File: config.mk
export PLATFORM = sky130hd
export DESIGN_NAME = tone_period_meter
export DESIGN_NICKNAME = d
export VERILOG_FILES = /design/src/rtl/tone_period_meter_pkg.sv /design/src/rtl/tone_period_meter_edge_sync.sv /design/src/rtl/tone_period_meter.sv
export SDC_FILE = /design/constraint.sdc
export NUM_CORES = 1
export LEC_CHECK = 0
export CORE_ASPECT_RATIO = 1.1
export CORE_MARGIN = 8
export CORE_UTILIZATION = 51
export CTS_CLUSTER_SIZE = 20
export DETAILED_ROUTE_END_ITERATION = 10
export MAX_ROUTING_LAYER = met4
export PLACE_DENSITY = 0.76
export SYNTH_ARGS = -nofsm -noshare
export SYNTH_HDL_FRONTEND = slang
export SYNTH_SLANG_ARGS = --single-unit
File: constraint.sdc
create_clock -name clk -period 2.8 [get_ports clk]
set_clock_uncertainty 0.2 [all_clocks]
set_input_delay 0.7 -clock clk [delete_from_list [all_inputs] [get_ports clk]]
set_output_delay 0.7 -clock clk [all_outputs]
set_load 0.01 [all_outputs]
File: src/rtl/tone_period_meter_pkg.sv
// Shared state encoding and widths for the tone period meter and its
// companion clock scaler.
package tone_period_meter_pkg;

    localparam int SCALE_W = 8;

    typedef enum logic [1:0] {
        TPM_STATE_IDLE    = 2'd0,
        TPM_STATE_ARM     = 2'd1,
        TPM_STATE_MEASURE = 2'd2
    } tpm_state_e;

endpackage

File: src/rtl/tone_period_meter_edge_sync.sv
// Multi-flop synchronizer for an asynchronous level, plus one history flop
// that turns the synced level into single-cycle rise/fall pulses.
module tone_period_meter_edge_sync #(
    parameter int STAGES = 2
) (
    input  logic clk,
    input  logic rst,
    input  logic async_in,
    output logic level,
    output logic rise,
    output logic fall
);

    logic [STAGES-1:0] sync_p0;
    logic              hist_p1;

    always_ff @(posedge clk or posedge rst) begin
        if (rst) begin
            sync_p0 <= '0;
            hist_p1 <= 1'b0;
        end else begin
            sync_p0 <= {sync_p0[STAGES-2:0], async_in};
            hist_p1 <= sync_p0[STAGES-1];
        end
    end

    // Both edges see the same latency, so measured durations are exact.
    assign level = sync_p0[STAGES-1];
    assign rise  = level & ~hist_p1;
    assign fall  = ~level & hist_p1;

endmodule

File: src/rtl/tone_period_meter.sv
// Measures period and high time of an asynchronous square wave in clk cycles
// and recovers the clock-scaler divider setting that would produce it.
module tone_period_meter
    import tone_period_meter_pkg::*;
#(
    parameter int CNT_W       = 16,
    parameter int SYNC_STAGES = 2
) (
    input  logic               clk,
    input  logic               rst,
    input  logic               en,
    input  logic               sig_in,
    output logic [CNT_W-1:0]   period,
    output logic [CNT_W-1:0]   high_time,
    output logic [SCALE_W-1:0] scale_est,
    output logic               scale_sat,
    output logic               meas_valid,
    output logic               stable,
    output logic               timeout
);

    // Counter stops one short of all-ones: reaching all-ones is the timeout.
    localparam logic [CNT_W-1:0] CNT_LAST = {{(CNT_W-1){1'b1}}, 1'b0};

    tpm_state_e       state, state_next;
    logic [CNT_W-1:0] cnt;
    logic [CNT_W-1:0] cnt_inc;
    logic [CNT_W-1:0] high_cap;
    logic             fall_seen;
    logic             have_prev;
    logic             level, rise, fall;
    logic             do_timeout;

    function automatic logic [SCALE_W:0] scale_of(input logic [CNT_W-1:0] p);
        logic [31:0] pw;
        logic [31:0] e;
        pw = 32'(p);
        e  = (pw >> 1) - 32'd1;
        if (pw < 32'd2)
            return {1'b1, {SCALE_W{1'b0}}};
        else if (e > 32'd255)
            return {1'b1, {SCALE_W{1'b1}}};
        else
            return {1'b0, e[SCALE_W-1:0]};
    endfunction

    tone_period_meter_edge_sync #(
        .STAGES(SYNC_STAGES)
    ) u_edge_sync (
        .clk     (clk),
        .rst     (rst),
        .async_in(sig_in),
        .level   (level),
        .rise    (rise),
        .fall    (fall)
    );

    assign cnt_inc    = cnt + 1'b1;
    assign do_timeout = (state == TPM_STATE_MEASURE) && !rise && (cnt == CNT_LAST);

    always_ff @(posedge clk or posedge rst) begin
        if (rst)
            state <= TPM_STATE_IDLE;
        else
            state <= state_next;
    end

    always_comb begin
        state_next = state;
        if (!en) begin
            state_next = TPM_STATE_IDLE;
        end else begin
            case (state)
                TPM_STATE_IDLE:    state_next = TPM_STATE_ARM;
                TPM_STATE_ARM:     if (rise) state_next = TPM_STATE_MEASURE;
                TPM_STATE_MEASURE: if (do_timeout) state_next = TPM_STATE_ARM;
                default:           state_next = TPM_STATE_IDLE;
            endcase
        end
    end

    always_ff @(posedge clk or posedge rst) begin
        if (rst) begin
            cnt        <= '0;
            high_cap   <= '0;
            fall_seen  <= 1'b0;
            have_prev  <= 1'b0;
            period     <= '0;
            high_time  <= '0;
            scale_est  <= '0;
            scale_sat  <= 1'b0;
            meas_valid <= 1'b0;
            stable     <= 1'b0;
            timeout    <= 1'b0;
        end else if (!en || state == TPM_STATE_IDLE) begin
            cnt        <= '0;
            high_cap   <= '0;
            fall_seen  <= 1'b0;
            have_prev  <= 1'b0;
            period     <= '0;
            high_time  <= '0;
            scale_est  <= '0;
            scale_sat  <= 1'b0;
            meas_valid <= 1'b0;
            stable     <= 1'b0;
            timeout    <= 1'b0;
        end else begin
            meas_valid <= 1'b0;
            if (state == TPM_STATE_ARM) begin
                if (rise) begin
                    cnt       <= '0;
                    fall_seen <= 1'b0;
                end
            end else if (rise) begin
                period                 <= cnt_inc;
                high_time              <= fall_seen ? high_cap : cnt_inc;
                {scale_sat, scale_est} <= scale_of(cnt_inc);
                meas_valid             <= 1'b1;
                stable                 <= have_prev && (cnt_inc == period);
                have_prev              <= 1'b1;
                timeout                <= 1'b0;
                cnt                    <= '0;
                fall_seen              <= 1'b0;
            end else if (do_timeout) begin
                // Partial measurement is dropped; the next report needs two rises.
                timeout   <= 1'b1;
                stable    <= 1'b0;
                have_prev <= 1'b0;
                cnt       <= '0;
            end else begin
                cnt <= cnt_inc;
                if (fall)
                    high_cap <= cnt_inc;
                // Synced level low after a rise means the high phase has ended.
                if (!level)
                    fall_seen <= 1'b1;
            end
        end
    end

endmodule

==> results by group, run 1 <==
Final layout
  • Area grow syn2layout: 35.9%
  • Post-Layout Cell Count: 684
  • Commonest non-fill, non-tap cell in the layout: dfrtp_1
  • Area occupied by multi-input gates: about 2200 sq um
  • Register area: 2080 sq um
  • Layout cell share with drive strength beyond 1: 0.239
  • Final nets: 576
  • # diodes: 0
  • Most frequent cells in the layout: 78 x dfrtp_1, 68 x buf_4, 64 x nand2_1
  • Fillers: ~640

Clock tree
  • TritonCTS Buffers: 9
  • Root buffer cell: clkbuf_8
  • Clk_lat worst skew: 0.36 ns
  • H-tree depth: 3
  • Clock sinks: 83
  • Clock buffer depth: 2
  • Clock slew at reported path FFs: about 0.09 ns
  • TritonCTS clock tree: yes

Logic synthesis
  • Post-synthesis sequential area ratio: 0.487
  • Post-synth net total: approximately 470
  • Top_reg_cell synth: dfrtp_1
  • Mapped Area: 4260 sq um
  • Post-synth EDFFs: 0
  • Synth Instances: 463
  • Yosys warns: 0
  • #FFs+latches synth: 83
  • Ys async rst share: 1.00
  • Syn Area/Cell: about 9.2 sq um
  • Cell variety after synth: 52

Route
  • First DRT Iteration DRCs: 323
  • Drt drc: 0
  • Routed vias: 3808
  • Vias per std cell: 5.57
  • Total routed wirelength: 11900 um
  • WL per Instance: 17.3 um
  • Post-route ant nets: 0
  • Drt pass-1 iters: 4

Setup path
  • Worst setup path start: cnt[0]
  • Worst Setup End Kind: register
  • Crit path arrival time: between 2 and 3 ns
  • Critical path launch point type: register
  • Critical Path Fanout Max: 13
  • Critical path class: reg -> reg
  • FF-to-FF path depth: 9
  • CP Data Required Time: roughly 2.8 ns
  • R2R Path End: scale_est[3]
  • Reg2Reg Launch Point: cnt[0]
  • Register-to-register setup slack: -0.11 ns
  • Worst Setup EP: scale_est[3]

Placement
  • HPWL Detailed: 8270 um
  • GPL Wtd Cong: 0.940
  • Post-Place Cells: 653
  • IO Port Bufs: between 40 and 50
  • DP Worst Slack: -0.205 ns

GRT
  • Vias in the first global route: 3783
  • Total GRT Usage: 0.218
  • Largest net degree at the start of global routing: 43
  • Global-route wire length before repair: 19100 um
  • GRT overflow: 0
  • Initial antenna violation count: 0

Die
  • Die X: 103 um
  • Die height: around 110 um
  • Area of the core: slightly above 8000 sq um
  • Initial Utilization: 0.518
  • # rows: 35
  • Die footprint: 11500 sq um
  • # IOs: between 40 and 50

Timing
  • Hold Vio Cnt, Final: 0
  • Post-route setup slack: -0.112 ns
  • Rel. slew slack: 0.595
  • Period utilization: 1.04
  • Fmax achieved: 343 MHz
  • Max-slew violations: 0
  • RSZ-0062 raised after global routing: true
  • Final Setup Violations: 6
  • Final min period: 2.91 ns
  • Worst-margin pin slew: about 0.60 ns

Pwr
  • PD cells: between 300 and 400 nW/um^2
  • Leak: 2.42 nW
  • Peak VDD IR: between 0.4 and 0.5 mV
  • Pwr Total: 2.18 mW

Outcome
  • Failing checks: negative setup slack
  • Outcome: complete, but fails checks

Run
  • Maxcap violations: 0

Worst hold path
  • HP Class: reg -> reg
-- logic make-up (layout without fill, tap and decap cells) --
family	after synthesis	count (layout)	share of synthesized area
fa+ha+maj	4	4	0.0117
mux	1	1	0.00235
simple gates	168	169	0.196
compound gates	128	128	0.180
buf+inv	43	152	0.0437
xor+xnor	36	36	0.0784
flops	83	83	0.487
-- synth_stat cells, types with 2 or more instances --
master / instances / area [sq um]
o31ai_1: 4 / 30.0
nor2_1: 42 / 158
nand4_1: 5 / 31.3
inv_1: 11 / 41.3
xnor2_1: 17 / 149
nor3_1: 7 / 35.0
o21ai_0: 53 / 265
a21boi_0: 3 / 22.5
o21ai_1: 10 / 50.1
ha_1: 4 / 50.1
buf_6: 2 / 22.5
nor3b_1: 2 / 15.0
or3_1: 2 / 12.5
dfrtp_1: 83 / 2080
xor2_1: 18 / 158
and4_1: 2 / 17.5
nand3_2: 2 / 20.0
and3_1: 4 / 25.0
nor2b_1: 5 / 31.3
nand3_1: 10 / 50.1
buf_2: 5 / 25.0
nand2b_1: 2 / 12.5
a211oi_1: 23 / 173
a21oi_1: 22 / 110
nor4_1: 6 / 37.5
nand2_1: 64 / 240
o22ai_1: 3 / 18.8
or3b_1: 2 / 17.5
clkbuf_1: 24 / 90.1
and2_1: 3 / 18.8
or4_1: 2 / 15.0
-- per-layer routing --
metal / wire length, um / vias up / global-route usage
li1: - / 1821 / -
met1: 4960 / 1842 / 0.274
met2: 5870 / 115 / 0.328
met3: 614 / 30 / 0.0400
met4: 408 / 0 / 0.104
met5: 0 / - / -
-- worst min path at each step --
| stage | from | end | slack, ns | cells after the start |
|---|---|---|---|---|
| 4_1_cts | u_edge_sync.sync_p0[0] | u_edge_sync.sync_p0[1] | 0.17 | 0 |
| 3_5_place_dp | u_edge_sync.sync_p0[0] | u_edge_sync.sync_p0[1] | 0.14 | 0 |
| 2_1_floorplan | u_edge_sync.sync_p0[0] | u_edge_sync.sync_p0[1] | 0.13 | 0 |
| 5_1_grt | u_edge_sync.sync_p0[0] | u_edge_sync.sync_p0[1] | 0.18 | 0 |
| 6_report | u_edge_sync.sync_p0[0] | u_edge_sync.sync_p0[1] | 0.16 | 0 |
| 3_3_place_gp | u_edge_sync.sync_p0[0] | u_edge_sync.sync_p0[1] | 0.15 | 0 |
-- power by group --
| group | total [mW] | internal (mW) | leakage [nW] | switching (mW) |
|---|---|---|---|---|
| combinational | 0.168 | 0.0514 | 1.19 | 0.117 |
| sequential | 1.22 | 1.21 | 1.14 | 0.0102 |
| clock | 0.795 | 0.333 | 0.0852 | 0.461 |
-- cell type report --
cell class | instances | area share
Multi-Input combinational cell | 338 | 0.387
Sequential cell | 83 | 0.360
Timing Repair Buffer | 125 | 0.192
Tap cell | 111 | 0.0240
Clock buffer | 10 | 0.0220
Clock inverter | 6 | 0.00842
Inverter | 11 | 0.00777
-- state kept, by name, summed over array words and instances (netlist names), 2 cells and up --
register / cells
scale_est: 8
high_time: 16
high_cap: 16
cnt: 16
u_edge_sync.sync_p0: 2
state: 2
period: 16
-- worst max-delay path: stages, from the launching register on --
cell	delay (ns)
dfrtp_1	0.43
buf_6	0.14
buf_6	0.13
and4_1	0.21
nor4_4	0.32
o311ai_4	0.15
or3b_4	0.41
or3_4	0.44
a211oi_2	0.23
o21ai_1	0.12
-- metrics by stage --
| step | hold WS [ns] | utilization | TNS (ns) | instance area (sq um) |
|---|---|---|---|---|
| 3_3_place_gp | 0.146 | 0.648 | -0.817 | 5340 |
| 6_report | 0.165 | 0.704 | -0.311 | 5790 |
| 5_1_grt | 0.177 | 0.704 | -1.03 | 5790 |
| 3_5_place_dp | 0.143 | 0.648 | -1.43 | 5340 |
| 4_1_cts | 0.172 | 0.682 | -0.518 | 5620 |
| 2_1_floorplan | 0.131 | - | -0.688 | 4370 |
-- what timing repair did --
item,CTS,global route
gates cloned,1,0
pin swaps,9,19
endpoints found under the setup margin,10,14
resized for setup,14,23
hold buffers,0,0
buffers inserted,5,9
No activity file was read; power rests on OpenSTA's default activity.
==> run 2: changes to the inputs <==
ABC_AREA = 1   (was not set)
ABC_CLOCK_PERIOD_IN_PS = 2800   (was not set)
==> results by group, run 2 <==
Timing
  • Final Setup Violations: 0 (-6)
  • Final min period: 2.62 ns (-0.293 ns)
  • Worst-margin pin slew: 0.616 ns (+0.0131 ns)
  • Rel. slew slack: 0.588 (-0.00689)
  • RSZ-0062 raised after global routing: false
  • Max-slew violations: 0 (unchanged)
  • Hold Vio Cnt, Final: 0 (unchanged)
  • Post-route setup slack: 0.181 ns (+0.293 ns)
  • Fmax achieved: 382 MHz (+11%)
  • Hold slack final: 0.168 ns (+0.00371 ns)
  • Period utilization: 0.935 (-0.105)

Logic synthesis
  • Top_reg_cell synth: dfrtp_1
  • Cell variety after synth: 31 (-40%)
  • Syn Area/Cell: 7.92 sq um (-14%)
  • Yosys warns: 0 (unchanged)
  • Most frequent cell after synthesis: nand2_1
  • Ys async rst share: 1.00 (unchanged)
  • Post-synth net total: 561 (+19%)
  • Top cells by instance count after synthesis: 167 x nand2_1, 83 x dfrtp_1, 60 x inv_1
  • Post-synth EDFFs: 0 (unchanged)
  • Yosys top cell area share: 0.474 (-0.0132)
  • Synth area leaders: dfrtp_1 47%, nand2_1 14%, o22ai_1 5.3%
  • Post-synthesis sequential area ratio: 0.474 (-0.0132)
  • Synth Instances: 553 (+19%)
  • Synth area leader: dfrtp_1
  • #FFs+latches synth: 83 (unchanged)
  • Mapped Area: 4380 sq um (+2.8%)

Clock tree
  • Clock buffer depth: 2 (unchanged)
  • Clock slew at reported path FFs: 0.09 ns (about the same)
  • TritonCTS Buffers: 9 (unchanged)
  • Clock sinks: 83 (unchanged)
  • TritonCTS clock tree: yes
  • Clk_lat worst skew: 0.37 ns (about the same)
  • H-tree depth: 3 (unchanged)
  • Root buffer cell: clkbuf_8

Final layout
  • Fillers: 734 (+15%)
  • Final instance area: 5510 sq um (-4.9%)
  • Commonest non-fill, non-tap cell in the layout: nand2_1
  • Area grow syn2layout: 25.8%
  • Layout cell share with drive strength beyond 1: 0.159 (-0.0797)
  • Final Util: 0.659 (-0.0447)
  • Most frequent cells in the layout: 164 x nand2_1, 82 x dfrtp_1, 59 x inv_1
  • # diodes: 0 (unchanged)
  • Final nets: 643 (+12%)

Route
  • Total routed wirelength: 13200 um (+11%)
  • Routed wl met3: 791 um (+29%)
  • Drt drc: 0 (unchanged)
  • WL per Instance: 17.6 um (+1.3%)
  • Routed vias: 4208 (+11%)
  • Drt pass-1 iters: 5 (+1)
  • Top layer in use: met4
  • First DRT Iteration DRCs: 248 (-23%)
  • Vias per std cell: 5.60 (+0.65%)
  • Wl on met1: 5520 um (+11%)
  • Met2 wire length: 6460 um (+10%)
  • Post-route ant nets: 0 (unchanged)

Pwr
  • PD cells: 537 nW/um^2 (+43%)
  • Leak: 2.70 nW (+12%)
  • Pwr Total: 2.96 mW (+36%)
  • Peak VDD IR: 0.455 mV (+11%)

GRT
  • GRT overflow: 0 (unchanged)
  • Vias in the first global route: 4280 (+13%)
  • Total GRT Usage: 0.236 (+0.0179)
  • Global-route wire length before repair: 21700 um (+14%)
  • Largest net degree at the start of global routing: 34 (-21%)
  • Initial antenna violation count: 0 (unchanged)

Outcome
  • Outcome: finished, final reports clean

Setup path
  • CP Data Required Time: 2.88 ns (+0.05 ns)
  • Critical path launch point type: primary input
  • Worst setup path start: en
  • Critical path class: in -> reg
  • Reg2Reg Launch Point: cnt[1]
  • Critical Path Fanout Max: 4 (-9)
  • Worst Setup End Kind: register
  • Crit path arrival time: 2.70 ns (-0.24 ns)

Die
  • # IOs: 48 (unchanged)
  • Die X: 104 um (+1.2%)
  • Initial Utilization: 0.524 (+0.00608)
  • Area of the core: 8360 sq um (+1.6%)
  • # rows: 35 (unchanged)
  • Die height: 113 um (+1.2%)
  • Die footprint: 11800 sq um (+2.4%)

Run
  • Maxcap violations: 0 (unchanged)

Placement
  • IO Port Bufs: 47 (unchanged)
  • GPL Wtd Cong: 0.942 (+0.18%)
  • DP Worst Slack: -0.220 ns (-0.0154 ns)
  • HPWL Detailed: 9490 um (+15%)
  • DP Area: 5210 sq um (-2.4%)

Worst hold path
  • HP Class: reg -> reg
  • Min-delay src: u_edge_sync.sync_p0[0]
## run 2: per-layer routing
layer / vias up / global-route usage
met2: 153 / 0.390
li1: 1985 / -
met3: 40 / 0.0580
met4: 0 / 0.100
met5: - / -
met1: 2030 / 0.266
## run 2: logic make-up after synthesis
family | synth area share
buffers and inverters | 0.0685
and+or+nand+nor | 0.295
AOI/OAI and AO/OA | 0.125
DFF | 0.474
adders and majority gates | 0.0114
xor gates and xnor gates | 0.0260
## run 2: final timing paths
| path | endpoint | slack (ns) | cells past startpoint |
|---|---|---|---|
| min in group asynchronous | high_time[6] | 0.54 | 2 |
| max | stable | 0.18 | 9 |
| max reg2reg | scale_est[2] | 0.19 | 15 |
| min reg2reg | u_edge_sync.sync_p0[1] | 0.17 | 0 |
| min | u_edge_sync.sync_p0[1] | 0.17 | 0 |
| max in group asynchronous | cnt[0] | 1.27 | 3 |
## run 2: through the flow
| stage | setup TNS [ns] | instances |
|---|---|---|
| 6_report | 0 | 751 |
| 5_1_grt | 0 | 751 |
| 2_1_floorplan | 0 | 553 |
| 3_5_place_dp | -0.220 | 730 |
| 4_1_cts | 0 | 746 |
| 3_3_place_gp | -0.220 | 730 |
## run 2: where the power goes
group | total, mW | internal (mW) | switching (mW)
clock | 0.986 | 0.510 | 0.476
sequential | 1.27 | 1.24 | 0.0333
combinational | 0.700 | 0.252 | 0.449
total | 2.96 | 2.00 | 0.958
## run 2: layout make-up
type                    count  area (sq um)  share of cell area
inverters                  64           244              0.0443
clock buffers              11           131              0.0238
clock inverters             5          86.3              0.0157
repair buffers             83           769               0.140
well taps                 111           139              0.0252
flip-flops and latches     83          2080               0.377
multi-input cells         394          2060               0.374
## run 2: critical path, cell delays in order
cell	delay (ns)
clkdlybuf4s50_1	0.50
nand2_1	0.08
nor2_2	0.29
o211ai_1	0.15
nor3_1	0.32
o2111ai_1	0.16
nor2_1	0.17
nand3b_1	0.11
o21ai_0	0.22
## run 2: repair_timing
item                       CTS  global route
pin swaps                    0             7
cloned                       0             2
resized for setup            1            15
setup endpoints to repair    1            10
buffers inserted             0             3
hold buffers                 0             0
==> run 3: changes to the inputs <==
CORE_MARGIN = 2   (was 8)
==> results by group, run 3 (synthesis results as in run 2) <==
Clock tree
  • Root buffer cell: clkbuf_8
  • TritonCTS Buffers: 9 (unchanged)
  • Clk_lat worst skew: 0.36 ns (about the same)
  • TritonCTS clock tree: yes
  • Hold-fix buffers, CTS: 0 (unchanged)
  • Clock slew at reported path FFs: 0.09 ns (about the same)
  • Clock sinks: 83 (unchanged)
  • H-tree depth: 3 (unchanged)
  • Clock buffer depth: 2 (unchanged)

Setup path
  • Slowest-stage cell, CP: dfrtp_1
  • R2R Path End: scale_est[6]
  • Register-to-register setup slack: 0.16 ns (-0.03 ns)
  • CP Data Required Time: 2.86 ns (-0.02 ns)
  • Slowest stage delay, CP: 0.41 ns (-0.09 ns)
  • Critical Path Fanout Max: 10 (+6)
  • FF-to-FF path depth: 17 (+2)
  • Worst setup path start: cnt[0]
  • Cell family with most CP delay: simple AND/OR/NAND/NOR gates
  • Crit path arrival time: 2.70 ns (about the same)
  • Critical path class: reg -> reg
  • CP bufs+invs: 2 (+1)
  • Reg2Reg Launch Point: cnt[0]
  • Cell Chain, Critical Path: ha_1 > inv_1 > buf_4 > nor2_8 > nand2_1 > nand2_1 > nand2_2 > nor2_2 > nand3_1 > nor2_2 > nand2_1 > nand2_1 > nand3_2 > nor2_4 > nand3_1 > nand2_1 > nand2_1
  • Worst Setup End Kind: register
  • Most used cell, CP: nand2_1
  • Critical path launch point type: register

Pwr
  • PD cells: 524 nW/um^2 (-2.4%)
  • Clock group share of total power: 0.318 (-0.015)
  • Peak VDD IR: 0.469 mV (+3.1%)
  • Switching Share: 0.328 (+0.00420)
  • Leak: 2.68 nW (-0.89%)
  • Combinational share of power: 0.239 (+0.002)
  • Switch Pwr: 0.939 mW (-1.9%)
  • Int Pwr: 1.93 mW (-3.8%)
  • Flop pwr share: 0.443 (+0.013)

Route
  • Routed vias: 4177 (-0.74%)
  • Vias per std cell: 5.61 (about the same)
  • Drt drc: 0 (unchanged)
  • WL per Instance: 16.4 um (-6.5%)
  • First DRT Iteration DRCs: 380 (+53%)
  • Post-route ant nets: 0 (unchanged)
  • Total routed wirelength: 12200 um (-7.3%)
  • Drt pass-1 iters: 5 (unchanged)

GRT
  • Met1 Use GR: 0.358 (+0.0911)
  • Largest net degree at the start of global routing: 84 (+150%)
  • Total GRT Usage: 0.283 (+0.0472)
  • Global-route wire length before repair: 19900 um (-8.5%)
  • Met2 Use GR: 0.448 (+0.0576)
  • GRT overflow: 0 (unchanged)
  • Met3 global-route usage: 0.0469 (-0.0111)
  • Initial antenna violation count: 0 (unchanged)
  • Vias in the first global route: 4064 (-5.0%)
  • GR peak layer: met2

Die
  • Die X: 92.4 um (-11%)
  • # rows: 35 (unchanged)
  • # IOs: 48 (unchanged)
  • Area of the core: 8360 sq um (unchanged)
  • Die height: 101 um (-11%)
  • Die footprint: 9350 sq um (-21%)
  • Initial Utilization: 0.524 (unchanged)

Final layout
  • Final nets: 637 (-0.93%)
  • Layout cell share with drive strength beyond 1: 0.148 (-0.0111)
  • # diodes: 0 (unchanged)
  • Area grow syn2layout: 24.8%
  • Most frequent cells in the layout: 165 x nand2_1, 82 x dfrtp_1, 59 x inv_1
  • Commonest non-fill, non-tap cell in the layout: nand2_1
  • Post-Layout Cell Count: 745 (-0.80%)

Run
  • Maxcap violations: 0 (unchanged)

Outcome
  • Outcome: finished, final reports clean

Timing
  • Rel. slew slack: 0.548 (-0.0399)
  • Period utilization: 0.944 (+0.00886)
  • Hold Vio Cnt, Final: 0 (unchanged)
  • RSZ-0062 raised after global routing: true
  • Worst-margin pin slew: 0.676 ns (+0.0595 ns)
  • Max-slew violations: 0 (unchanged)
  • Final min period: 2.64 ns (+0.0248 ns)
  • Final Setup Violations: 0 (unchanged)
  • Fmax achieved: 378 MHz (-0.94%)
  • Post-route setup slack: 0.156 ns (-0.0248 ns)

Worst hold path
  • Cell depth of the worst min-delay path: 0 (unchanged)
  • Hold Path End: u_edge_sync.sync_p0[1]
  • Min-delay src: u_edge_sync.sync_p0[0]
  • HP Class: reg -> reg

Placement
  • Post-Place Cells: 726 (-0.55%)
  • HPWL Detailed: 8750 um (-7.7%)
  • GPL Wtd Cong: 0.964 (+2.4%)
  • DP Worst Slack: -0.227 ns (-0.00654 ns)
  • IO Port Bufs: 47 (unchanged)
run 3: timing repair:
| item | in CTS | in global routing |
|---|---|---|
| buffers inserted | 0 | 2 |
| setup endpoints to repair | 0 | 10 |
| gates resized for setup | 0 | 16 |
run 3: stage by stage:
stage / TNS (ns) / instance area, sq um / power (mW) / util / hold WS, ns
after detailed placement: -0.227 / 5180 / 1.94 / 0.619 / 0.137
after floorplan: 0 / 4390 / 1.69 / - / 0.131
after global placement: -0.258 / 5180 / 1.93 / 0.619 / 0.140
after global routing: -0.0155 / 5470 / 3.00 / 0.654 / 0.188
final: 0 / 5470 / 2.87 / 0.654 / 0.160
after CTS: 0 / 5380 / 2.85 / 0.644 / 0.166
run 3: per-layer routing:
metal,share of wire,wire length [um]
met1,0.41,5060
met3,0.072,875
met4,0.034,418
met5,0,0
met2,0.48,5870
run 3: final cells by class:
cell class | count | area [sq um]
sequential | 83 | 2080
multi-input combinational | 393 | 2060
clock inverter | 6 | 68.8
clock buffer | 10 | 138
fill | 685 | 2900
timing repair buffer | 78 | 736
inverter | 64 | 244
tap | 111 | 139
run 3: power groups by stage:
| stage | clock network (mW) | registers (mW) | logic [mW] |
|---|---|---|---|
| 2_1_floorplan | 0 | 1.30 | 0.389 |
| 3_3_place_gp | 0 | 1.29 | 0.634 |
| 3_5_place_dp | 0 | 1.29 | 0.645 |
| 4_1_cts | 0.925 | 1.27 | 0.651 |
| 5_1_grt | 0.977 | 1.28 | 0.751 |
| 6_report | 0.911 | 1.27 | 0.684 |
run 3: worst max-delay path by stage:
stage	endpoint	slack, ns	depth (start not counted)
after global routing	scale_est[4]	-0.01	14
after global placement	stable	-0.26	9
after floorplan	scale_est[0]	0.21	16
after detailed placement	stable	-0.23	9
final	scale_est[6]	0.16	17
after CTS	scale_est[4]	0.03	16
